**config.mk**
```make
export PLATFORM = sky130hd
export DESIGN_NAME = iguana_uart_sink
export DESIGN_NICKNAME = d
export VERILOG_FILES = /design/src/rtl/iguana_uart_sink.sv
export SDC_FILE = /design/constraint.sdc
export NUM_CORES = 1
export LEC_CHECK = 0
export BUFFER_PORTS_ARGS = -buffer_cell sky130_fd_sc_hd__buf_2
export CAP_MARGIN = 20
export CORE_MARGIN = 4
export CORE_UTILIZATION = 50
export CTS_CLUSTER_SIZE = 30
export DETAILED_ROUTE_END_ITERATION = 8
export GPL_TIMING_DRIVEN = 0
export PLACE_DENSITY = 0.67
export SYNTH_ARGS = -nofsm -noshare
export SYNTH_HDL_FRONTEND = slang
export SYNTH_SLANG_ARGS = --single-unit
```
**constraint.sdc**
```tcl
create_clock -name clk_i -period 2.6 [get_ports clk_i]
set_input_delay 0.78 -clock clk_i [delete_from_list [all_inputs] [get_ports clk_i]]
set_output_delay 0.78 -clock clk_i [all_outputs]
set_load 0.02 [all_outputs]
```
**src/rtl/iguana_uart_sink.sv**
```systemverilog
// UART receive sink: 2-FF synchronized 8-bit receiver feeding a small FIFO.
// Define IGUANA_UART_SINK_PARITY_EN for 8E1 frames; default build receives 8N1.
module iguana_uart_sink #(
    parameter int unsigned ClksPerBit = 16,
    parameter int unsigned FifoDepth  = 4
) (
    input  logic                           clk_i,
    input  logic                           rst_ni,
    input  logic                           uart_rx_i,
    output logic [7:0]                     data_o,
    output logic                           valid_o,
    input  logic                           ready_i,
    output logic                           busy_o,
    output logic [$clog2(FifoDepth+1)-1:0] fill_o,
    output logic                           frame_err_o,
    output logic                           parity_err_o,
    output logic                           overflow_o
);
    localparam int unsigned CntW  = $clog2(ClksPerBit);
    localparam int unsigned PtrW  = $clog2(FifoDepth);
    localparam int unsigned FillW = $clog2(FifoDepth + 1);
    localparam logic [CntW-1:0] CntHalf = CntW'(ClksPerBit / 2);
    localparam logic [CntW-1:0] CntLast = CntW'(ClksPerBit - 1);

    typedef enum logic [2:0] {
        S_IDLE,
        S_START,
        S_DATA,
        S_PARITY,
        S_STOP
    } state_e;

    state_e            r_state, w_state_n;
    logic              r_sync1, r_sync2, r_rx_q;
    logic [CntW-1:0]   r_cnt, w_cnt_n;
    logic [2:0]        r_bit_idx, w_bit_idx_n;
    logic [7:0]        r_shift, w_shift_n;
    logic              w_fall, w_stop_smp, w_par_ok;
    logic              w_push, w_frame_err;
`ifdef IGUANA_UART_SINK_PARITY_EN
    logic              r_par_bit, w_par_bit_n;
    logic              w_par_err, r_parity_err;
`endif

    logic [7:0]        r_mem [FifoDepth];
    logic [PtrW-1:0]   r_wr_ptr, r_rd_ptr, w_rd_ptr_n;
    logic [FillW-1:0]  r_fill, w_fill_n;
    logic              r_valid, r_busy, r_frame_err, r_overflow;
    logic [7:0]        r_data, w_head_n;
    logic              w_pop, w_full, w_wr_en, w_ovf;

    assign w_fall = r_rx_q & ~r_sync2;

    // Receiver next-state: half-bit start qualification, then one sample per bit time
    always_comb begin
        w_state_n   = r_state;
        w_cnt_n     = r_cnt + CntW'(1);
        w_bit_idx_n = r_bit_idx;
        w_shift_n   = r_shift;
        w_stop_smp  = 1'b0;
`ifdef IGUANA_UART_SINK_PARITY_EN
        w_par_bit_n = r_par_bit;
`endif
        case (r_state)
            S_IDLE: begin
                w_cnt_n = '0;
                if (w_fall) w_state_n = S_START;
            end
            S_START: begin
                if (r_cnt == CntHalf) begin
                    w_cnt_n     = '0;
                    w_bit_idx_n = '0;
                    w_state_n   = r_sync2 ? S_IDLE : S_DATA;
                end
            end
            S_DATA: begin
                if (r_cnt == CntLast) begin
                    w_cnt_n     = '0;
                    w_shift_n   = {r_sync2, r_shift[7:1]};
                    w_bit_idx_n = r_bit_idx + 3'd1;
                    if (r_bit_idx == 3'd7) begin
`ifdef IGUANA_UART_SINK_PARITY_EN
                        w_state_n = S_PARITY;
`else
                        w_state_n = S_STOP;
`endif
                    end
                end
            end
            S_PARITY: begin
                if (r_cnt == CntLast) begin
                    w_cnt_n   = '0;
                    w_state_n = S_STOP;
`ifdef IGUANA_UART_SINK_PARITY_EN
                    w_par_bit_n = r_sync2;
`endif
                end
            end
            S_STOP: begin
                if (r_cnt == CntLast) begin
                    w_cnt_n    = '0;
                    w_stop_smp = 1'b1;
                    w_state_n  = S_IDLE;
                end
            end
            default: begin
                w_state_n = S_IDLE;
            end
        endcase
    end

`ifdef IGUANA_UART_SINK_PARITY_EN
    assign w_par_ok  = ((^r_shift) == r_par_bit);
    assign w_par_err = w_stop_smp & r_sync2 & ~w_par_ok;
`else
    assign w_par_ok  = 1'b1;
`endif
    // A low stop bit wins over any parity result
    assign w_frame_err = w_stop_smp & ~r_sync2;
    assign w_push      = w_stop_smp & r_sync2 & w_par_ok;

    // FIFO bookkeeping; the registered head is looked up from next-cycle pointers
    always_comb begin
        w_pop    = r_valid & ready_i;
        w_full   = (r_fill == FillW'(FifoDepth));
        w_wr_en  = w_push & (~w_full | w_pop);
        w_ovf    = w_push & w_full & ~w_pop;
        w_fill_n = r_fill;
        if (w_wr_en && !w_pop) begin
            w_fill_n = r_fill + FillW'(1);
        end else if (!w_wr_en && w_pop) begin
            w_fill_n = r_fill - FillW'(1);
        end
        w_rd_ptr_n = w_pop ? r_rd_ptr + PtrW'(1) : r_rd_ptr;
        w_head_n   = (w_wr_en && (r_wr_ptr == w_rd_ptr_n)) ? r_shift : r_mem[w_rd_ptr_n];
    end

    always_ff @(posedge clk_i) begin
        if (!rst_ni) begin
            r_sync1     <= 1'b1;
            r_sync2     <= 1'b1;
            r_rx_q      <= 1'b1;
            r_state     <= S_IDLE;
            r_cnt       <= '0;
            r_bit_idx   <= '0;
            r_shift     <= '0;
            r_wr_ptr    <= '0;
            r_rd_ptr    <= '0;
            r_fill      <= '0;
            r_valid     <= 1'b0;
            r_data      <= '0;
            r_busy      <= 1'b0;
            r_frame_err <= 1'b0;
            r_overflow  <= 1'b0;
        end else begin
            r_sync1     <= uart_rx_i;
            r_sync2     <= r_sync1;
            r_rx_q      <= r_sync2;
            r_state     <= w_state_n;
            r_cnt       <= w_cnt_n;
            r_bit_idx   <= w_bit_idx_n;
            r_shift     <= w_shift_n;
            r_wr_ptr    <= w_wr_en ? r_wr_ptr + PtrW'(1) : r_wr_ptr;
            r_rd_ptr    <= w_rd_ptr_n;
            r_fill      <= w_fill_n;
            r_valid     <= (w_fill_n != '0);
            r_data      <= (w_fill_n != '0) ? w_head_n : 8'h00;
            r_busy      <= (w_state_n != S_IDLE);
            r_frame_err <= w_frame_err;
            r_overflow  <= w_ovf;
        end
    end

`ifdef IGUANA_UART_SINK_PARITY_EN
    always_ff @(posedge clk_i) begin
        if (!rst_ni) begin
            r_par_bit    <= 1'b0;
            r_parity_err <= 1'b0;
        end else begin
            r_par_bit    <= w_par_bit_n;
            r_parity_err <= w_par_err;
        end
    end
    assign parity_err_o = r_parity_err;
`else
    assign parity_err_o = 1'b0;
`endif

    always_ff @(posedge clk_i) begin
        if (rst_ni && w_wr_en) begin
            r_mem[r_wr_ptr] <= r_shift;
        end
    end

    assign data_o      = r_data;
    assign valid_o     = r_valid;
    assign busy_o      = r_busy;
    assign fill_o      = r_fill;
    assign frame_err_o = r_frame_err;
    assign overflow_o  = r_overflow;

endmodule

```
==> results.md <==
- #FFs+latches synth: 72
- WP data required: 2570 ps
- Clk root buf: clkbuf_8
- Clock sinks: 72
- Antenna violations before repair: 0
- Final Hold Fails: 0
- Reg-to-Reg End: r_mem[2][4]
- FF-to-FF Start: r_cnt[0]
- Number of enable flip-flop cells after synthesis: 32
- Top-Level Pins: 20
- Fmax: 0.444 GHz
- Gr busiest metal: met2
- Skew final: 11.1 ps
- Row cnt: 30
- IO buf count: 18
- Register area: 1760 sq um
- Routed wire length: 6.55 mm
- Initial drt markers: 117
- Crit-path max cell delay: 680 ps
- CP cell instances: ha_1 -> and3_1 -> buf_2 -> o2111ai_2 -> nor2_1
- Crit. End Element: flop
- CTS hold repair buffers: 0
- Max_slew headroom: 45.2%
- Postcts setup bufs: 0
- Antenna Nets Post-Route: 0
- WS Path Type: reg2reg
- Mapped Nets: 314
- Maximum level of the CTS H-tree: 3
- Commonest non-fill, non-tap cell in the layout: dfxtp_1
- Post-Synth Simple-Gate Area: 14.8%
- Fin crit share: 86.7%
- Share of the synthesized area in the top cell type: 27.6%
- Critical path launch point type: flop
- Met3 usage: 3.07%
- Met2 Use GR: 27.0%
- Cell Pwr Density: 585 nW/um^2
- Drt wl/cell: 15.3 microns
- Number of global-route vias before repair: 2,198
- Pre-CTS WS: 20.9 ps
- Clk_lat worst skew: 350 ps
- Met1 Resource Use GR: 21.0%
- Critical path launch point: r_cnt[0]
- Initial core utilization: 51.3%
- Critical path destination: r_mem[2][4]
- DRC viols: 0
- Worst min path class: reg2reg
- Largest cells by area after synthesis: edfxtp_1 28%, dfxtp_1 23%, mux2i_1 9.5%, mux4_2 5.2%, ha_1 4.0%
- R2r worst-path depth: 5
- Pin count of the biggest net entering global routing: 13
- Post-layout min period: 2250 ps
- RSZ-0062 raised after global routing: false
- Number of buffers created by CTS: 9
- DR pass1 iterations: 4
- Final setup fails: 0
- Drt via density: 5.34
- Number of inserted diodes: 0
- HPWL after DPL: 4.48 mm
- Crit path DAT: 2230 ps
- Xor/xnor cell area share of the yosys netlist: 1.26%
- Flop2flop setup slack: 350 ps
- Worst-path clk slew: 80 ps
- Syn-to-layout area delta: 13.3%
- Post-CTS Resized: 0
- Synth Area in Adders: 3.95%
- Worst slew pin tran: 819 ps
- Grt ovf: 0
- Critical Path Slowest Stage Cell: nor2_1
- TNS Setup: 0 ps
- Fraction of layout cells with a size suffix above 1: 20.4%
- Via Count: 2,292
- Sequential share of the synthesized area: 50.6%
- Worst vdd ir: 252 uV
- Multi-input logic area: 1570 sq um
- CP Max Fanout: 8
- Die Span X: 91.5 microns
- Placer Congestion: 0.765
- Largest family of logic cells by synthesized area: multiplexers
- Synth Instances: 299
- Final Max Slew Viols: 0
- Most frequent cells in the layout: 40 x dfxtp_1, 33 x mux2i_1, 32 x edfxtp_1
- Library cells used by synthesis: 49
- Compound-Gate Fraction of Synth Area: 9.30%
- Gr usage total: 16.6%
- Synthesized area per cell: 11.6 sq um
- Yosys warning total: 0
- Final setup margin: 346 ps
- Status: complete, no violations
- Clock tree from TritonCTS: done
- Vert. Die Dim: 91.5 microns
- Mux contribution to synthesized area: 15.6%
- Fill cell total of the finished layout: 567
- Top FF cell, synth: dfxtp_1
- # nets final: 343
- Post-synthesis cell area: 3480 sq um
- Core area: 6790 sq um
- MaxCap Viol Count: 0
- First-pass GRT wire length: 10.6 mm
- Ys async rst share: 0%
- DIE AREA: 8370 sq um
- CTS Buffer Depth: 2
- P_leak: 1.43 nW
- Synth area leader: edfxtp_1
-- layout make-up --
class                   instances  area share, %
plain buffers                  17           2.69
inverters                      12           1.14
clock inverters                 5           2.60
clock buffers                  11           3.84
repair buffers                 18           2.28
multi-input cells             198           39.8
well taps                      96           3.04
flip-flops and latches         72           44.6
-- sequential cells by signal, indices dropped and copies added, names as in the netlist --
name and count:
busy_o 1, data_o 8, fill_o 3, frame_err_o 1
overflow_o 1, r_bit_idx 3, r_cnt 4, r_mem 32
r_rd_ptr 2, r_rx_q 1, r_shift 8, r_state 3
r_sync1 1, r_sync2 1, r_wr_ptr 2, valid_o 1
-- worst min path at each step --
stage | startpoint | endpoint | slack, ps | cells past startpoint
after floorplan | r_sync1 | r_sync2 | 390 | 1
after global placement | r_sync1 | r_sync2 | 390 | 1
after detailed placement | r_sync1 | r_sync2 | 400 | 1
after CTS | r_sync1 | r_sync2 | 420 | 1
after global routing | r_sync1 | r_sync2 | 460 | 1
final | r_sync1 | r_sync2 | 420 | 1
-- critical path: cells and delay by family (launching register included) --
family / cells / cell delay (ps)
AO/OA/AOI/OAI: 1 / 220
buffers and inverters: 1 / 200
adder cells (fa/ha/maj): 1 / 210
AND/OR/NAND/NOR: 2 / 840
flip-flops: 1 / 390
-- logic make-up (layout without fill, tap and decap cells) --
| group | Yosys count | after routing |
|---|---|---|
| AND/OR/NAND/NOR | 99 | 99 |
| flip-flops | 72 | 72 |
| multiplexers | 43 | 43 |
| AO/OA/AOI/OAI | 39 | 39 |
| buffers and inverters | 29 | 63 |
| adder cells (fa/ha/maj) | 11 | 11 |
| XOR/XNOR | 5 | 5 |
| other | 1 | 1 |
-- through the flow --
step | hold slack, ps | cells | utilization [%] | cell area, sq um | power, mW
finish | 417 | 429 | 58.1 | 3950 | 2.31
global placement | 389 | 413 | 54.4 | 3690 | 1.23
floorplan | 386 | 299 | - | 3480 | 1.22
detailed placement | 402 | 413 | 54.4 | 3690 | 1.23
CTS | 422 | 429 | 58.1 | 3950 | 2.32
global route | 456 | 429 | 58.1 | 3950 | 2.38
-- report_power, final --
part / leakage (nW) / total [mW] / internal, mW / switching [mW]
Combinational: 0.683 / 0.0300 / 0.00956 / 0.0205
Clock: 0.127 / 1.10 / 0.688 / 0.413
Sequential: 0.619 / 1.18 / 1.17 / 0.00229
-- metal layers --
metal  routed length (microns)  vias to the layer above
met5                         0                        -
met4                       150                        0
met3                       234                       12
met2                      3160                       41
met1                      3010                     1097
li1                          -                     1142
-- Yosys cell counts (2+ instances only) --
master,n
dfxtp_1,40
mux4_2,8
or3_1,2
edfxtp_1,32
nand4_1,3
mux2i_1,33
o21ai_0,3
nand3_1,17
buf_4,6
xor2_1,2
and3_1,5
ha_1,11
and2_1,10
clkbuf_1,5
a211oi_2,8
xnor2_1,3
o21a_1,3
nand2_1,19
a211o_1,3
nor2_1,24
buf_2,4
nor3_1,3
o211ai_1,3
a21oi_1,11
nand2b_1,5
inv_1,11
buf_6,2
nor4b_1,2
No activity file was read; power rests on OpenSTA's default activity.
